[src/rtl/mc_ctrl_fsm_pkg.sv]
// Shared encodings for the multi-cycle control unit: opcode/funct values,
// ALU select codes, datapath mux encodings, trap codes, FSM state constants
// and the decoded instruction class.
package mc_ctrl_fsm_pkg;

  // Primary opcodes (instr[31:26])
  localparam logic [5:0] OP_RTYPE = 6'b000000;
  localparam logic [5:0] OP_J     = 6'b000010;
  localparam logic [5:0] OP_BEQ   = 6'b000100;
  localparam logic [5:0] OP_ORI   = 6'b001101;
  localparam logic [5:0] OP_LUI   = 6'b001111;
  localparam logic [5:0] OP_LW    = 6'b100011;
  localparam logic [5:0] OP_SW    = 6'b101011;

  // R-type function codes (instr[5:0])
  localparam logic [5:0] FN_ADD  = 6'b100000;
  localparam logic [5:0] FN_ADDU = 6'b100001;
  localparam logic [5:0] FN_SUB  = 6'b100010;
  localparam logic [5:0] FN_SUBU = 6'b100011;

  // ALU operation select
  localparam logic [1:0] ALU_ADD = 2'b00;
  localparam logic [1:0] ALU_SUB = 2'b01;
  localparam logic [1:0] ALU_OR  = 2'b10;

  // PC source select
  localparam logic [1:0] PC_SRC_SEQ    = 2'b00;
  localparam logic [1:0] PC_SRC_BRANCH = 2'b01;
  localparam logic [1:0] PC_SRC_JUMP   = 2'b10;

  // ALU operand A select
  localparam logic SRCA_PC = 1'b0;
  localparam logic SRCA_RS = 1'b1;

  // ALU operand B select
  localparam logic [1:0] SRCB_RT      = 2'b00;
  localparam logic [1:0] SRCB_FOUR    = 2'b01;
  localparam logic [1:0] SRCB_IMM     = 2'b10;
  localparam logic [1:0] SRCB_IMM_SH2 = 2'b11;

  // Register file write-back source select
  localparam logic [1:0] WBSEL_ALU = 2'b00;
  localparam logic [1:0] WBSEL_MEM = 2'b01;
  localparam logic [1:0] WBSEL_LUI = 2'b10;

  // Trap cause codes
  localparam logic [1:0] EXC_NONE    = 2'b00;
  localparam logic [1:0] EXC_OVF     = 2'b01;
  localparam logic [1:0] EXC_ILLEGAL = 2'b10;
  localparam logic [1:0] EXC_TIMEOUT = 2'b11;

  // FSM state encoding
  localparam logic [3:0] ST_FETCH  = 4'd0;
  localparam logic [3:0] ST_DECODE = 4'd1;
  localparam logic [3:0] ST_EXEC_R = 4'd2;
  localparam logic [3:0] ST_EXEC_I = 4'd3;
  localparam logic [3:0] ST_ADDR   = 4'd4;
  localparam logic [3:0] ST_MEM_RD = 4'd5;
  localparam logic [3:0] ST_MEM_WR = 4'd6;
  localparam logic [3:0] ST_WB_R   = 4'd7;
  localparam logic [3:0] ST_WB_I   = 4'd8;
  localparam logic [3:0] ST_WB_MEM = 4'd9;
  localparam logic [3:0] ST_BRANCH = 4'd10;
  localparam logic [3:0] ST_JUMP   = 4'd11;
  localparam logic [3:0] ST_TRAP   = 4'd12;

  // Decoded instruction class
  typedef enum logic [3:0] {
    CLS_ADDU,
    CLS_ADD,
    CLS_SUBU,
    CLS_SUB,
    CLS_ORI,
    CLS_LUI,
    CLS_LW,
    CLS_SW,
    CLS_BEQ,
    CLS_J,
    CLS_ILLEGAL
  } instr_class_t;

  // Only the signed forms trap on overflow; addu/subu silently wrap
  function automatic logic cls_traps_on_ovf(input instr_class_t cls);
    return (cls == CLS_ADD) || (cls == CLS_SUB);
  endfunction

  // Subtract forms drive the ALU with SUB, the add forms with ADD
  function automatic logic cls_is_sub(input instr_class_t cls);
    return (cls == CLS_SUB) || (cls == CLS_SUBU);
  endfunction

endpackage

[src/rtl/mc_decode.sv]
// Combinational instruction decoder: maps op/funct onto an instruction
// class and flags anything outside the supported subset as illegal.
module mc_decode
  import mc_ctrl_fsm_pkg::*;
(
  input  logic [5:0]   op,
  input  logic [5:0]   funct,
  output instr_class_t instr_class,
  output logic         illegal
);

  // Classify the instruction; funct only matters for the R-type opcode
  always_comb begin
    instr_class = CLS_ILLEGAL;
    case (op)
      OP_RTYPE: begin
        case (funct)
          FN_ADDU: instr_class = CLS_ADDU;
          FN_ADD:  instr_class = CLS_ADD;
          FN_SUBU: instr_class = CLS_SUBU;
          FN_SUB:  instr_class = CLS_SUB;
          default: instr_class = CLS_ILLEGAL;
        endcase
      end
      OP_ORI:  instr_class = CLS_ORI;
      OP_LUI:  instr_class = CLS_LUI;
      OP_LW:   instr_class = CLS_LW;
      OP_SW:   instr_class = CLS_SW;
      OP_BEQ:  instr_class = CLS_BEQ;
      OP_J:    instr_class = CLS_J;
      default: instr_class = CLS_ILLEGAL;
    endcase
    illegal = (instr_class == CLS_ILLEGAL);
  end

endmodule

[src/rtl/mc_ctrl_fsm.sv]
// Multi-cycle control unit feeding the execute-stage ALU. Sequences each
// instruction through fetch/decode/execute/memory/write-back, drives every
// datapath enable and mux select, waits on a variable-latency memory port
// and raises a one-cycle trap on signed overflow, illegal opcode or memory
// timeout. The trap cause stays visible on exc_code until the next trap.
module mc_ctrl_fsm
  import mc_ctrl_fsm_pkg::*;
#(
  parameter int unsigned MEM_TIMEOUT = 255
) (
  input  logic       clk,
  input  logic       rst_n,
  input  logic [5:0] op,
  input  logic [5:0] funct,
  input  logic       alu_zero,
  input  logic       alu_ovf,
  input  logic       mem_ready,
  output logic       mem_req,
  output logic       mem_we,
  output logic       ir_we,
  output logic       pc_we,
  output logic [1:0] pc_src,
  output logic [1:0] alu_sel,
  output logic       alu_src_a,
  output logic [1:0] alu_src_b,
  output logic       ext_sign,
  output logic       reg_we,
  output logic       reg_dst,
  output logic [1:0] wb_sel,
  output logic       exc,
  output logic [1:0] exc_code
);

  // The wait counter is 8 bits wide, so only the low byte of the limit counts
  localparam logic [7:0] TIMEOUT_LIMIT = MEM_TIMEOUT[7:0];
  localparam logic       TIMEOUT_EN    = (MEM_TIMEOUT[7:0] != 8'd0);

  logic [3:0]   state;
  logic [3:0]   state_next;
  logic         active;
  logic [7:0]   wait_cnt;
  logic [7:0]   wait_cnt_inc;
  logic [1:0]   code_q;
  logic [1:0]   trap_code;
  instr_class_t cls_q;
  instr_class_t dec_class;
  logic         dec_illegal;
  logic         in_mem_state;
  logic         waiting;
  logic         timeout_hit;

  mc_decode u_decode (
    .op          (op),
    .funct       (funct),
    .instr_class (dec_class),
    .illegal     (dec_illegal)
  );

  // Memory-wait bookkeeping: a wait cycle is one where a request is
  // outstanding and the memory has not answered yet. The timeout fires on
  // the wait cycle that brings the count up to the limit, so a mem_ready
  // arriving in that very cycle still completes the access instead.
  always_comb begin
    in_mem_state = (state == ST_FETCH) || (state == ST_MEM_RD) || (state == ST_MEM_WR);
    waiting      = active && in_mem_state && !mem_ready;
    wait_cnt_inc = wait_cnt + 8'd1;
    timeout_hit  = TIMEOUT_EN && waiting && (wait_cnt_inc == TIMEOUT_LIMIT);
  end

  // Next-state selection plus the cause code to record when entering TRAP.
  // Nothing advances until the first clock edge after reset release.
  always_comb begin
    state_next = state;
    trap_code  = EXC_NONE;
    if (active) begin
      case (state)
        ST_FETCH: begin
          if (mem_ready) begin
            state_next = ST_DECODE;
          end else if (timeout_hit) begin
            state_next = ST_TRAP;
            trap_code  = EXC_TIMEOUT;
          end
        end
        ST_DECODE: begin
          if (dec_illegal) begin
            state_next = ST_TRAP;
            trap_code  = EXC_ILLEGAL;
          end else begin
            case (dec_class)
              CLS_ADDU, CLS_ADD, CLS_SUBU, CLS_SUB: state_next = ST_EXEC_R;
              CLS_ORI:        state_next = ST_EXEC_I;
              CLS_LUI:        state_next = ST_WB_I;
              CLS_LW, CLS_SW: state_next = ST_ADDR;
              CLS_BEQ:        state_next = ST_BRANCH;
              CLS_J:          state_next = ST_JUMP;
              default: begin
                state_next = ST_TRAP;
                trap_code  = EXC_ILLEGAL;
              end
            endcase
          end
        end
        ST_EXEC_R: begin
          if (cls_traps_on_ovf(cls_q) && alu_ovf) begin
            state_next = ST_TRAP;
            trap_code  = EXC_OVF;
          end else begin
            state_next = ST_WB_R;
          end
        end
        ST_EXEC_I: state_next = ST_WB_I;
        ST_ADDR:   state_next = (cls_q == CLS_LW) ? ST_MEM_RD : ST_MEM_WR;
        ST_MEM_RD: begin
          if (mem_ready) begin
            state_next = ST_WB_MEM;
          end else if (timeout_hit) begin
            state_next = ST_TRAP;
            trap_code  = EXC_TIMEOUT;
          end
        end
        ST_MEM_WR: begin
          if (mem_ready) begin
            state_next = ST_FETCH;
          end else if (timeout_hit) begin
            state_next = ST_TRAP;
            trap_code  = EXC_TIMEOUT;
          end
        end
        ST_WB_R, ST_WB_I, ST_WB_MEM: state_next = ST_FETCH;
        ST_BRANCH, ST_JUMP, ST_TRAP: state_next = ST_FETCH;
        default: state_next = ST_FETCH;
      endcase
    end
  end

  // Run flag: holds every output low while in reset and lets FETCH drive
  // the bus from the first clock edge after release
  always_ff @(posedge clk or negedge rst_n) begin
    if (!rst_n) begin
      active <= 1'b0;
    end else begin
      active <= 1'b1;
    end
  end

  // State register
  always_ff @(posedge clk or negedge rst_n) begin
    if (!rst_n) begin
      state <= ST_FETCH;
    end else begin
      state <= state_next;
    end
  end

  // Memory wait counter: restarts on every state change and saturates so
  // a disabled timeout cannot wrap around into a false limit match
  always_ff @(posedge clk or negedge rst_n) begin
    if (!rst_n) begin
      wait_cnt <= 8'd0;
    end else if (state_next != state) begin
      wait_cnt <= 8'd0;
    end else if (waiting && (wait_cnt != 8'hFF)) begin
      wait_cnt <= wait_cnt_inc;
    end
  end

  // Trap cause register, loaded on the edge that enters TRAP so the new
  // code is already visible alongside the exc pulse
  always_ff @(posedge clk or negedge rst_n) begin
    if (!rst_n) begin
      code_q <= EXC_NONE;
    end else if (state_next == ST_TRAP) begin
      code_q <= trap_code;
    end
  end

  // Instruction class captured while leaving DECODE so later states do not
  // depend on the instruction register staying put
  always_ff @(posedge clk or negedge rst_n) begin
    if (!rst_n) begin
      cls_q <= CLS_ILLEGAL;
    end else if (active && (state == ST_DECODE)) begin
      cls_q <= dec_class;
    end
  end

  // Output decode: per-state datapath controls, with pc_we in BRANCH and
  // ir_we/pc_we in FETCH following the same-cycle inputs
  always_comb begin
    mem_req   = 1'b0;
    mem_we    = 1'b0;
    ir_we     = 1'b0;
    pc_we     = 1'b0;
    pc_src    = PC_SRC_SEQ;
    alu_sel   = ALU_ADD;
    alu_src_a = SRCA_PC;
    alu_src_b = SRCB_RT;
    ext_sign  = 1'b0;
    reg_we    = 1'b0;
    reg_dst   = 1'b0;
    wb_sel    = WBSEL_ALU;
    exc       = 1'b0;
    exc_code  = code_q;
    if (active) begin
      case (state)
        ST_FETCH: begin
          mem_req   = 1'b1;
          alu_src_b = SRCB_FOUR;
          ir_we     = mem_ready;
          pc_we     = mem_ready;
        end
        ST_DECODE: begin
          alu_src_b = SRCB_IMM_SH2;
          ext_sign  = 1'b1;
        end
        ST_EXEC_R: begin
          alu_src_a = SRCA_RS;
          alu_sel   = cls_is_sub(cls_q) ? ALU_SUB : ALU_ADD;
        end
        ST_EXEC_I: begin
          alu_src_a = SRCA_RS;
          alu_src_b = SRCB_IMM;
          alu_sel   = ALU_OR;
        end
        ST_ADDR: begin
          alu_src_a = SRCA_RS;
          alu_src_b = SRCB_IMM;
          ext_sign  = 1'b1;
        end
        ST_MEM_RD, ST_MEM_WR: begin
          mem_req   = 1'b1;
          mem_we    = (state == ST_MEM_WR);
          alu_src_a = SRCA_RS;
          alu_src_b = SRCB_IMM;
          ext_sign  = 1'b1;
        end
        ST_WB_R: begin
          reg_we  = 1'b1;
          reg_dst = 1'b1;
        end
        ST_WB_I: begin
          reg_we = 1'b1;
          wb_sel = (cls_q == CLS_LUI) ? WBSEL_LUI : WBSEL_ALU;
        end
        ST_WB_MEM: begin
          reg_we = 1'b1;
          wb_sel = WBSEL_MEM;
        end
        ST_BRANCH: begin
          alu_src_a = SRCA_RS;
          alu_sel   = ALU_SUB;
          pc_src    = PC_SRC_BRANCH;
          pc_we     = alu_zero;
        end
        ST_JUMP: begin
          pc_we  = 1'b1;
          pc_src = PC_SRC_JUMP;
        end
        ST_TRAP: begin
          exc = 1'b1;
        end
        default: begin
          exc = 1'b0;
        end
      endcase
    end
  end

endmodule
[config.mk]
export PLATFORM = sky130hd
export DESIGN_NAME = mc_ctrl_fsm
export DESIGN_NICKNAME = d
export VERILOG_FILES = /design/src/rtl/mc_ctrl_fsm_pkg.sv /design/src/rtl/mc_decode.sv /design/src/rtl/mc_ctrl_fsm.sv
export SDC_FILE = /design/constraint.sdc
export NUM_CORES = 1
export LEC_CHECK = 0
export ABC_AREA = 1
export CAP_MARGIN = 20
export CORE_UTILIZATION = 45
export DETAILED_ROUTE_END_ITERATION = 16
export PLACE_DENSITY = 0.71
export SYNTH_ARGS = -nofsm -noshare
export SYNTH_HDL_FRONTEND = slang
export SYNTH_HIERARCHICAL = 1
export SYNTH_SLANG_ARGS = --single-unit
export TNS_END_PERCENT = 10
[constraint.sdc]
create_clock -name clk -period 2.65 [get_ports clk]
set_input_delay 0.3975 -clock clk [delete_from_list [all_inputs] [get_ports clk]]
set_output_delay 0.3975 -clock clk [all_outputs]
set_load 0.02 [all_outputs]
==> results of run 1 <==
-- worst register-to-register path: cells and delay by family, from the launching register on --
kind,cells,cell delay [ns]
xor+xnor,1,0.20
simple gates,11,1.11
flops,1,0.45
compound gates,1,0.08
fa+ha+maj,1,0.25
-- worst min path at each step --
stage                                    to               startpoint  cells past startpoint  slack [ns]
global route        exc_code[0]$_DFFE_PN0N_  exc_code[0]$_DFFE_PN0N_                      2        0.52
global placement    exc_code[1]$_DFFE_PN0N_  exc_code[1]$_DFFE_PN0N_                      2        0.47
detailed placement  exc_code[1]$_DFFE_PN0N_  exc_code[1]$_DFFE_PN0N_                      2        0.47
finish              exc_code[0]$_DFFE_PN0N_  exc_code[0]$_DFFE_PN0N_                      2        0.49
floorplan                  active$_DFF_PN0_                    rst_n                      0        0.10
CTS                 exc_code[1]$_DFFE_PN0N_  exc_code[1]$_DFFE_PN0N_                      2        0.49
-- flip-flops by register name (all words and copies together), names as in the netlist --
name and cells:
wait_cnt 8, state 4, exc_code 2, active 1, cls_q 4
-- stage by stage --
step	utilization (%)	setup slack (ns)	hold slack, ns
after floorplan	-	0.6083	0.1019
after CTS	61.59	0.01591	0.4861
after global placement	60.41	-0.1387	0.4679
after global routing	62.88	-0.05197	0.5224
final	62.88	0.1605	0.4882
after detailed placement	60.41	-0.1958	0.4706
-- power by group through the flow --
stage	sequential, mW	combinational, mW	clock (mW)
floorplan	0.524	0.924	0
global placement	0.572	1.20	0
detailed placement	0.575	1.23	0
CTS	0.570	1.23	0.202
global route	0.589	1.38	0.216
finish	0.570	1.23	0.195
-- synthesized netlist by cell type --
master,instances
buf_2,3
and3b_1,1
xnor2_1,1
nor2_2,23
a211o_1,1
nand4_1,5
dfstp_2,2
nand3b_1,2
dfrtp_1,17
nand3_2,7
inv_2,4
inv_1,37
nor2_1,34
ha_1,2
clkbuf_1,1
o22ai_1,1
nor3_1,10
a31oi_1,2
nor4_1,2
xor2_1,2
nand2_1,79
nand2_2,15
o21ai_1,5
conb_1,1
buf_6,1
nand3_1,13
o211ai_1,1
nor2_4,3
o21ai_0,14
a21oi_1,5
buf_4,1
nand2_4,1
-- layer usage --
layer / share of wire, % / track usage, % / vias up
met1: 48 / 27.85 / 834
met4: 0.93 / 4.787 / 0
li1: - / - / 1018
met2: 48 / 37.12 / 48
met3: 3.9 / 4.138 / 4
met5: 0 / 0 / -
-- cell type report --
class / count / area (um^2) / share of cell area [%]
inverter: 41 / 153.9 / 6.443
timing repair buffer: 46 / 450.4 / 18.86
clock buffer: 4 / 45.04 / 1.886
tap: 48 / 60.06 / 2.514
multi-input combinational: 230 / 1201 / 50.29
sequential: 19 / 478.0 / 20.01
-- cell families after synthesis --
group                    after synthesis  share of synthesized area (%)
AND/OR/NAND/NOR                      195                          52.18
XOR/XNOR                               3                          1.429
flip-flops                            19                          25.99
buffers and inverters                 47                          10.41
other                                  1                         0.2039
AO/OA/AOI/OAI                         29                          8.435
adder cells (fa/ha/maj)                2                          1.360
-- what timing repair did --
action / CTS / global route
setup buffers: 0 / 0
gates resized for setup: 0 / 15
endpoints found under the setup margin: 0 / 12
==> metrics.cfg, run 1 <==
[cells_and_area]
final_common_cell = nand2_1
final_area_mm2 = 0.002389
final_nets = 360
area_growth_pct = 29.86
fin_cells = 388
layout_common_cells = nand2_1, inv_1, nor2_1, clkdlybuf4s50_1, nor2_2
fill_cells = 371
drive_above_1_share_pct = 22.65
num_antenna_cells = 0

[worst_setup_path]
crit_end = ext_sign
cp_max_fo = 10
crit_start = state[2]$_DFF_PN0_
cp-end-kind = output port
slowest_delay_ns = 0.59
r2r_end = wait_cnt[4]$_DFFE_PN0P_
critPathTopFamily = buffers and inverters
r2r_start = wait_cnt[1]$_DFFE_PN0P_
cp_cell_sequence = nor2_2, inv_1, nor2_2, nand2_2, nand2_1, clkdlybuf4s50_1
path_class = flop to output port
worst_path_most_repeated_cell = nor2_2
r2r_cells = 14
worstPathArrival_ns = 2.09
reg2reg_slack_ns = 0.51
cp-start-kind = flop
critPathRequiredTime_ns = 2.25
cp_slowest_cell = clkdlybuf4s50_1
path_depth = 6
crit_buf_inv = 2

[floorplanning]
dieWidth_um = 65.93
die_area_mm2 = 0.004347
ios = 36
core.rowCount = 22
die_y_um = 65.93
core_area_mm2 = 0.003799
start_util_pct = 48.42

[synth]
ys_warn_count = 6
synth_seq_cells = 19
yosysSeqAreaShare_pct = 25.99
syn_area_mm2 = 0.001839
synth_nets = 315
post-synth-top-area-cell = dfrtp_1
synthTopCellsByArea = dfrtp_1, nand2_1, nor2_2
synthCells = 296
yosysUniqueCellTypes = 32
syn_area_per_cell_um2 = 6.214
synth_top_area_share_pct = 23.13

[placement]
hpwlAfterDp_um = 3509
gp_congestion = 0.8419
port_buffers = 35
dp_cells = 384
placed_area_mm2 = 0.002295

[pwr]
finalPower_mw = 1.998
pwr-share-comb_pct = 61.7
clkPwrFrac_pct = 9.8
p_sw_share_pct = 50.63
seqPwrFrac_pct = 28.5
p_sw_mw = 1.012
ir_worst_vdd_mv = 0.4070
leakage_nw = 1.188
p_int_mw = 0.9865
powerDensity_mw_per_mm2 = 836.5

[clock_network]
htree_levels = 1
clkLatencyLatePin_ns = 0.25
numCtsBuffers = 3
cts_buffer_depth = 2
cts.clk_slew.worst_paths_ns = 0.06
cts_root_buf = clkbuf_8
clkSinkCount = 19
ctsHoldBuffers = 0
cts_tree = yes

[timing]
hold_viol = 0
min_period_ns = 2.490
finalSetupViolCount = 0
skew_ns = 0.001792
period_share_pct = 93.94
slew_violations = 0
max_freq_ghz = 0.4017
rsz0062_at_grt = yes
fin_tns_setup_ns = 0
tightestPinTransition_ns = 0.7882
max_slew_margin_pct = 47.29

[grt]
antenna_found_initial = 0
grt_max_degree = 20
grt-ovfl-total = 0
track_usage_pct = 21.63
grt_first_pass_wirelength_um = 7279
grt_pass1_vias = 1729

[min_path]
min_path_type = flop to flop

[status]
status = finished clean

[routing]
vias_per_cell = 4.907
routed_wl_um = 4323
drtPass1Iterations = 4
route.vias.total = 1904
drtAntennaViolNets = 0
routedWlPerCell_um = 11.14
drcViolationCount = 0
drt_iter0_drc = 116

[job]
maxCapViolCount = 0

No activity file was read; power rests on OpenSTA's default activity.
==> inputs of run 2 (changes only) <==
--- a/config.mk
+++ b/config.mk
@@ -10,6 +10,7 @@
 export CORE_UTILIZATION = 45
 export DETAILED_ROUTE_END_ITERATION = 16
 export PLACE_DENSITY = 0.71
+export SLEW_MARGIN = 30
 export SYNTH_ARGS = -nofsm -noshare
 export SYNTH_HDL_FRONTEND = slang
 export SYNTH_HIERARCHICAL = 1
==> constraint.sdc (replaced) <==
create_clock -name clk -period 2.65 [get_ports clk]
set_input_delay 0.3975 -clock clk [delete_from_list [all_inputs] [get_ports clk]]
set_output_delay 0.3975 -clock clk [all_outputs]
set_load 0.005 [all_outputs]
==> metrics.cfg, run 2 (synthesized netlist as in run 1, its figures left out) <==
[timing]
slew_violations = 0  ; unchanged
skew_ns = 0.01042  ; +0.008631 ns
rsz0062_at_grt = no
min_period_ns = 2.509  ; +0.01983 ns
finalSetupViolCount = 0  ; unchanged
hold_ws_ns = 0.06079  ; -0.4275 ns
hold_viol = 0  ; unchanged
period_share_pct = 94.69  ; +0.75 points
fin_tns_setup_ns = 0  ; unchanged
max_freq_ghz = 0.3985  ; -0.79%

[floorplanning]
ios = 36  ; unchanged
die_area_mm2 = 0.004347  ; unchanged
core.rowCount = 22  ; unchanged
core_area_mm2 = 0.003799  ; unchanged
die_y_um = 65.93  ; unchanged
dieWidth_um = 65.93  ; unchanged
start_util_pct = 48.42  ; unchanged

[worst_setup_path]
cp-end-kind = output port
cp_max_fo = 9  ; -1
cp_slowest_cell = dfrtp_1
critPathRequiredTime_ns = 2.25  ; about the same
slowest_delay_ns = 0.50  ; -0.09 ns
cp-start-kind = flop
worstPathArrival_ns = 2.11  ; +0.02 ns
cp_cell_sequence = nor2_1, nand2_1, nor3_1, a211o_1, clkdlybuf4s50_1
path_class = flop to output port

[job]
maxCapViolCount = 0  ; unchanged

[placement]
hpwlAfterDp_um = 3406  ; -2.9%
placed_area_mm2 = 0.002280  ; -0.65%
port_buffers = 35  ; unchanged
gp_congestion = 0.8542  ; +1.5%
dp_cells = 382  ; -0.52%

[clock_network]
cts_buffer_depth = 2  ; unchanged
ctsHoldBuffers = 0  ; unchanged
numCtsBuffers = 3  ; unchanged
cts_root_buf = clkbuf_8
clkSinkCount = 19  ; unchanged
post_cts_buffers = 0  ; unchanged
cts_tree = yes
htree_levels = 1  ; unchanged
cts.clk_slew.worst_paths_ns = 0.08  ; +0.02 ns
clkLatencyLatePin_ns = 0.26  ; about the same

[grt]
grt_pass1_vias = 1660  ; -4.0%
grt-ovfl-total = 0  ; unchanged
grt_max_degree = 20  ; unchanged
track_usage_pct = 20.91  ; -0.72 points
antenna_found_initial = 0  ; unchanged
grt_first_pass_wirelength_um = 7120  ; -2.2%

[min_path]
min_path_type = primary input to asynchronous set/reset pin

[routing]
routedWlPerCell_um = 11.02  ; -1.1%
drt_iter0_drc = 94  ; -19%
drtPass1Iterations = 4  ; unchanged
route.vias.total = 1944  ; +2.1%
drtAntennaViolNets = 0  ; unchanged
routed_wl_um = 4252  ; -1.6%
vias_per_cell = 5.036  ; +2.6%
drcViolationCount = 0  ; unchanged

[cells_and_area]
final_util_pct = 62.15  ; -0.72 points
largest_register_ffs = 8  ; unchanged
final_common_cell = nand2_1
num_antenna_cells = 0  ; unchanged
layout_common_cells = nand2_1, inv_1, nor2_1, clkdlybuf4s50_1, nor2_2
fin_cells = 386  ; -0.52%
reg_top3 = wait_cnt x8, cls_q x4, state x4
final_area_mm2 = 0.002361  ; -1.2%
final_nets = 358  ; -0.56%
drive_above_1_share_pct = 23.08  ; +0.43 points
top_register = wait_cnt
area_growth_pct = 28.37

[pwr]
leakage_nw = 1.159  ; -2.4%
ir_worst_vdd_mv = 0.4745  ; +17%
powerDensity_mw_per_mm2 = 808.8  ; -3.3%

[status]
status = finished clean

-- run 2: cell types whose count changed in the layout (fill, tap and decap cells not counted), sizes merged --
cell / change
clkinv: +1
clkbuf: -1
dlymetal6s2s: -1
buf: -1
-- run 2: path summary, 6_finish.rpt --
kind                       slack, ns  depth (start not counted)                       to                    start
setup / recovery                0.14                          5                    pc_we       state[2]$_DFF_PN0_
max in group asynchronous       2.25                          1     cls_q[1]$_DFFE_PN1P_                    rst_n
setup reg to reg                0.51                         16  wait_cnt[1]$_DFFE_PN0P_  wait_cnt[0]$_DFFE_PN0P_
hold / removal                  0.06                          1       state[0]$_DFF_PN0_                    rst_n
hold reg to reg                 0.49                          2  exc_code[0]$_DFFE_PN0N_  exc_code[0]$_DFFE_PN0N_
min in group clk                0.49                          2  exc_code[0]$_DFFE_PN0N_  exc_code[0]$_DFFE_PN0N_
-- run 2: worst max-delay path, delay by kind of cell (launching register included) --
| kind | cells | cell delay (ns) |
|---|---|---|
| AO/OA/AOI/OAI | 1 | 0.14 |
| flip-flops | 1 | 0.50 |
| AND/OR/NAND/NOR | 3 | 0.72 |
| buffers and inverters | 1 | 0.49 |
-- run 2: timing repair --
item,in CTS,in global routing
hold endpoints to repair,0,0
setup endpoints to repair,0,12
resized for setup,0,16
-- run 2: metal layers --
metal  part of all wire, %  up-vias  GRT usage [%]
li1                      -     1016              -
met1                    49      878          28.42
met2                    46       43          34.57
met3                   4.0        7          4.138
met4                   1.2        0          3.457
met5                     0        -              0
-- run 2: cell type report --
type                    count  area [um^2]
inverters                  41        153.9
well taps                  48        60.06
fillers                   363         1438
clock buffers               3        41.29
multi-input cells         230         1194
flip-flops and latches     19        479.2
repair buffers             44        427.9
clock inverters             1        5.005
-- run 2: where the power goes --
part	internal (mW)	leakage, nW	switching, mW
clock network	0.105	0.0255	0.0965
logic	0.448	0.890	0.676
registers	0.417	0.244	0.167
total	0.970	1.16	0.939
-- run 2: through the flow --
step / setup slack [ns] / total power [mW]
after floorplan: 0.6478 / 1.374
after global placement: -0.1433 / 1.690
after detailed placement: -0.1835 / 1.704
after CTS: 0.08707 / 1.908
after global routing: 0.002940 / 2.077
final: 0.1407 / 1.910
==> inputs of run 3 (changes only) <==
--- a/config.mk
+++ b/config.mk
@@ -10,6 +10,7 @@
 export CORE_UTILIZATION = 45
 export DETAILED_ROUTE_END_ITERATION = 16
 export PLACE_DENSITY = 0.71
+export REMOVE_ABC_BUFFERS = 1
 export SLEW_MARGIN = 30
 export SYNTH_ARGS = -nofsm -noshare
 export SYNTH_HDL_FRONTEND = slang
==> metrics.cfg, run 3 (synthesized netlist as in run 1, its figures left out) <==
[cells_and_area]
reg_top3 = wait_cnt x8, cls_q x4, state x4
largest_register_ffs = 8  ; unchanged
drive_above_1_share_pct = 24.78  ; +1.7 points
final_nets = 359  ; +0.28%
layout_common_cells = nand2_1, inv_1, nor2_1, clkdlybuf4s50_1, nor2_2
top_register = wait_cnt
multi_input_area_mm2 = 0.001235  ; +3.5%
num_antenna_cells = 0  ; unchanged
final_common_cell = nand2_1
fill_cells = 355  ; -2.2%
seqCellArea_um2 = 478.0  ; -0.26%
area_growth_pct = 31.22
fin_cells = 387  ; +0.26%

[clock_network]
cts_root_buf = clkbuf_8
cts_tree = yes
numCtsBuffers = 3  ; unchanged
htree_levels = 1  ; unchanged
clkSinkCount = 19  ; unchanged
clkLatencyLatePin_ns = 0.25  ; about the same
cts_buffer_depth = 2  ; unchanged
cts.clk_slew.worst_paths_ns = 0.07  ; about the same
post_cts_buffers = 0  ; unchanged

[worst_setup_path]
cp_cell_sequence = nor2_2, inv_1, nor2_2, nand2_2, o21ai_0, clkdlybuf4s50_1
r2r_start = wait_cnt[0]$_DFFE_PN0P_
cp_max_fo = 10  ; +1
slowest_delay_ns = 0.52  ; +0.02 ns
reg2reg_slack_ns = 0.50  ; about the same
cp_slowest_cell = dfrtp_1
cp-end-kind = output port
r2r_end = wait_cnt[2]$_DFFE_PN0P_
critPathTopFamily = buffers and inverters
worstPathArrival_ns = 2.07  ; -0.04 ns
crit_buf_inv = 2  ; +1
path_class = flop to output port
r2r_cells = 16  ; unchanged
worst_path_most_repeated_cell = nor2_2
critPathRequiredTime_ns = 2.25  ; about the same
cp-start-kind = flop

[routing]
drcViolationCount = 0  ; unchanged
routed_wl_um = 4367  ; +2.7%
drt_iter0_drc = 135  ; +44%
vias_per_cell = 5.052  ; +0.31%
drtPass1Iterations = 4  ; unchanged
route.vias.total = 1955  ; +0.57%
drtAntennaViolNets = 0  ; unchanged
routedWlPerCell_um = 11.28  ; +2.4%

[pwr]
ir_worst_vdd_mv = 0.4097  ; -14%
leakage_nw = 1.173  ; +1.2%
powerDensity_mw_per_mm2 = 806.6  ; -0.27%

[timing]
period_share_pct = 93.16  ; -1.5 points
fin_tns_setup_ns = 0  ; unchanged
rsz0062_at_grt = no
skew_ns = 0.006343  ; -0.004080 ns
slew_violations = 0  ; unchanged
finalSetupViolCount = 0  ; unchanged
tightestPinTransition_ns = 0.8057
max_freq_ghz = 0.4050  ; +1.6%
min_period_ns = 2.469  ; -0.04049 ns
max_slew_margin_pct = 46.12
hold_viol = 0  ; unchanged

[min_path]
holdCritStartpoint = exc_code[1]$_DFFE_PN0N_
whs_path_depth = 2
min_path_type = flop to flop
whs_endpoint = exc_code[1]$_DFFE_PN0N_

[floorplanning]
dieWidth_um = 65.93  ; unchanged
die_area_mm2 = 0.004347  ; unchanged
die_y_um = 65.93  ; unchanged
start_util_pct = 48.42  ; unchanged
core_area_mm2 = 0.003799  ; unchanged
ios = 36  ; unchanged
core.rowCount = 22  ; unchanged

[status]
status = finished clean

[placement]
port_buffers = 35  ; unchanged
hpwlAfterDp_um = 3407  ; about the same
dp_cells = 383  ; +0.26%
gp_congestion = 0.8775  ; +2.7%

[grt]
grt-ovfl-total = 0  ; unchanged
track_usage_pct = 21.76  ; +0.86 points
grt_first_pass_wirelength_um = 7424  ; +4.3%
grt_pass1_vias = 1707  ; +2.8%
grt_max_degree = 20  ; unchanged
antenna_found_initial = 0  ; unchanged

[job]
maxCapViolCount = 0  ; unchanged

run 3: changes by cell type in the layout (fill, tap and decap cells not counted), moves of 2 or more:
| cell | delta |
|---|---|
| nor3_1 | -2 |
| nor3_2 | +2 |
| o21ai_1 | -2 |
| nand3_1 | -3 |
| nand3_2 | +2 |
run 3: cell type report:
type	instances	share of cell area, %
multi-input cells	230	51.17
flip-flops and latches	19	19.80
repair buffers	45	18.25
inverters	41	6.376
well taps	48	2.488
clock buffers	3	1.711
clock inverters	1	0.2074
run 3: power breakdown:
group	internal (mW)	switching (mW)
Sequential	0.416	0.169
Combinational	0.466	0.701
Clock	0.104	0.0910
Total	0.986	0.961
run 3: worst max path at each step:
stage,start,end,slack (ns),cells after the start
finish,state[3]$_DFF_PN0_,alu_src_b[1],0.18,6
global route,state[2]$_DFF_PN0_,pc_we,0.04,5
CTS,state[3]$_DFF_PN0_,alu_src_b[1],0.1,6
detailed placement,op[0],wait_cnt[4]$_DFFE_PN0P_,-0.13,21
global placement,op[0],wait_cnt[0]$_DFFE_PN0P_,-0.13,21
floorplan,op[0],wait_cnt[1]$_DFFE_PN0P_,0.64,18
run 3: per-layer routing:
layer	global-route usage [%]	routed length [um]	vias up
li1	-	-	1017
met1	29.52	2073	878
met2	35.97	2068	58
met3	4.138	209	2
met4	3.989	16	0
met5	0	0	-
run 3: worst register-to-register path: stages (launching register included):
cell      delay [ns]
dfrtp_1         0.42
inv_1           0.13
ha_1            0.16
nand2_1         0.05
nand3b_1        0.16
nor2_1          0.13
nand2_1         0.07
nor2_1          0.11
nand2_2         0.12
nand2_1         0.08
nand2_1         0.06
nand2_1         0.06
nand2_1         0.06
o21ai_1         0.16
nor2_2          0.07
nand2_4         0.14
nor2_2          0.05
run 3: through the flow:
step	worst slack (ns)	power [mW]	instance area [um^2]	hold WS [ns]	utilization (%)
3_5_place_dp	-0.1308	1.719	2287	0.4864	60.21
2_1_floorplan	0.6406	1.343	1802	0.1019	-
3_3_place_gp	-0.1304	1.702	2287	0.4707	60.21
6_report	0.1811	1.947	2414	0.4970	63.54
4_1_cts	0.09760	1.920	2333	0.5011	61.43
5_1_grt	0.03574	2.142	2414	0.5357	63.54
run 3: what timing repair did:
item	4_1_cts	5_1_grt
gates resized for setup	0	23
hold buffers	0	0
endpoints found under the setup margin	0	12
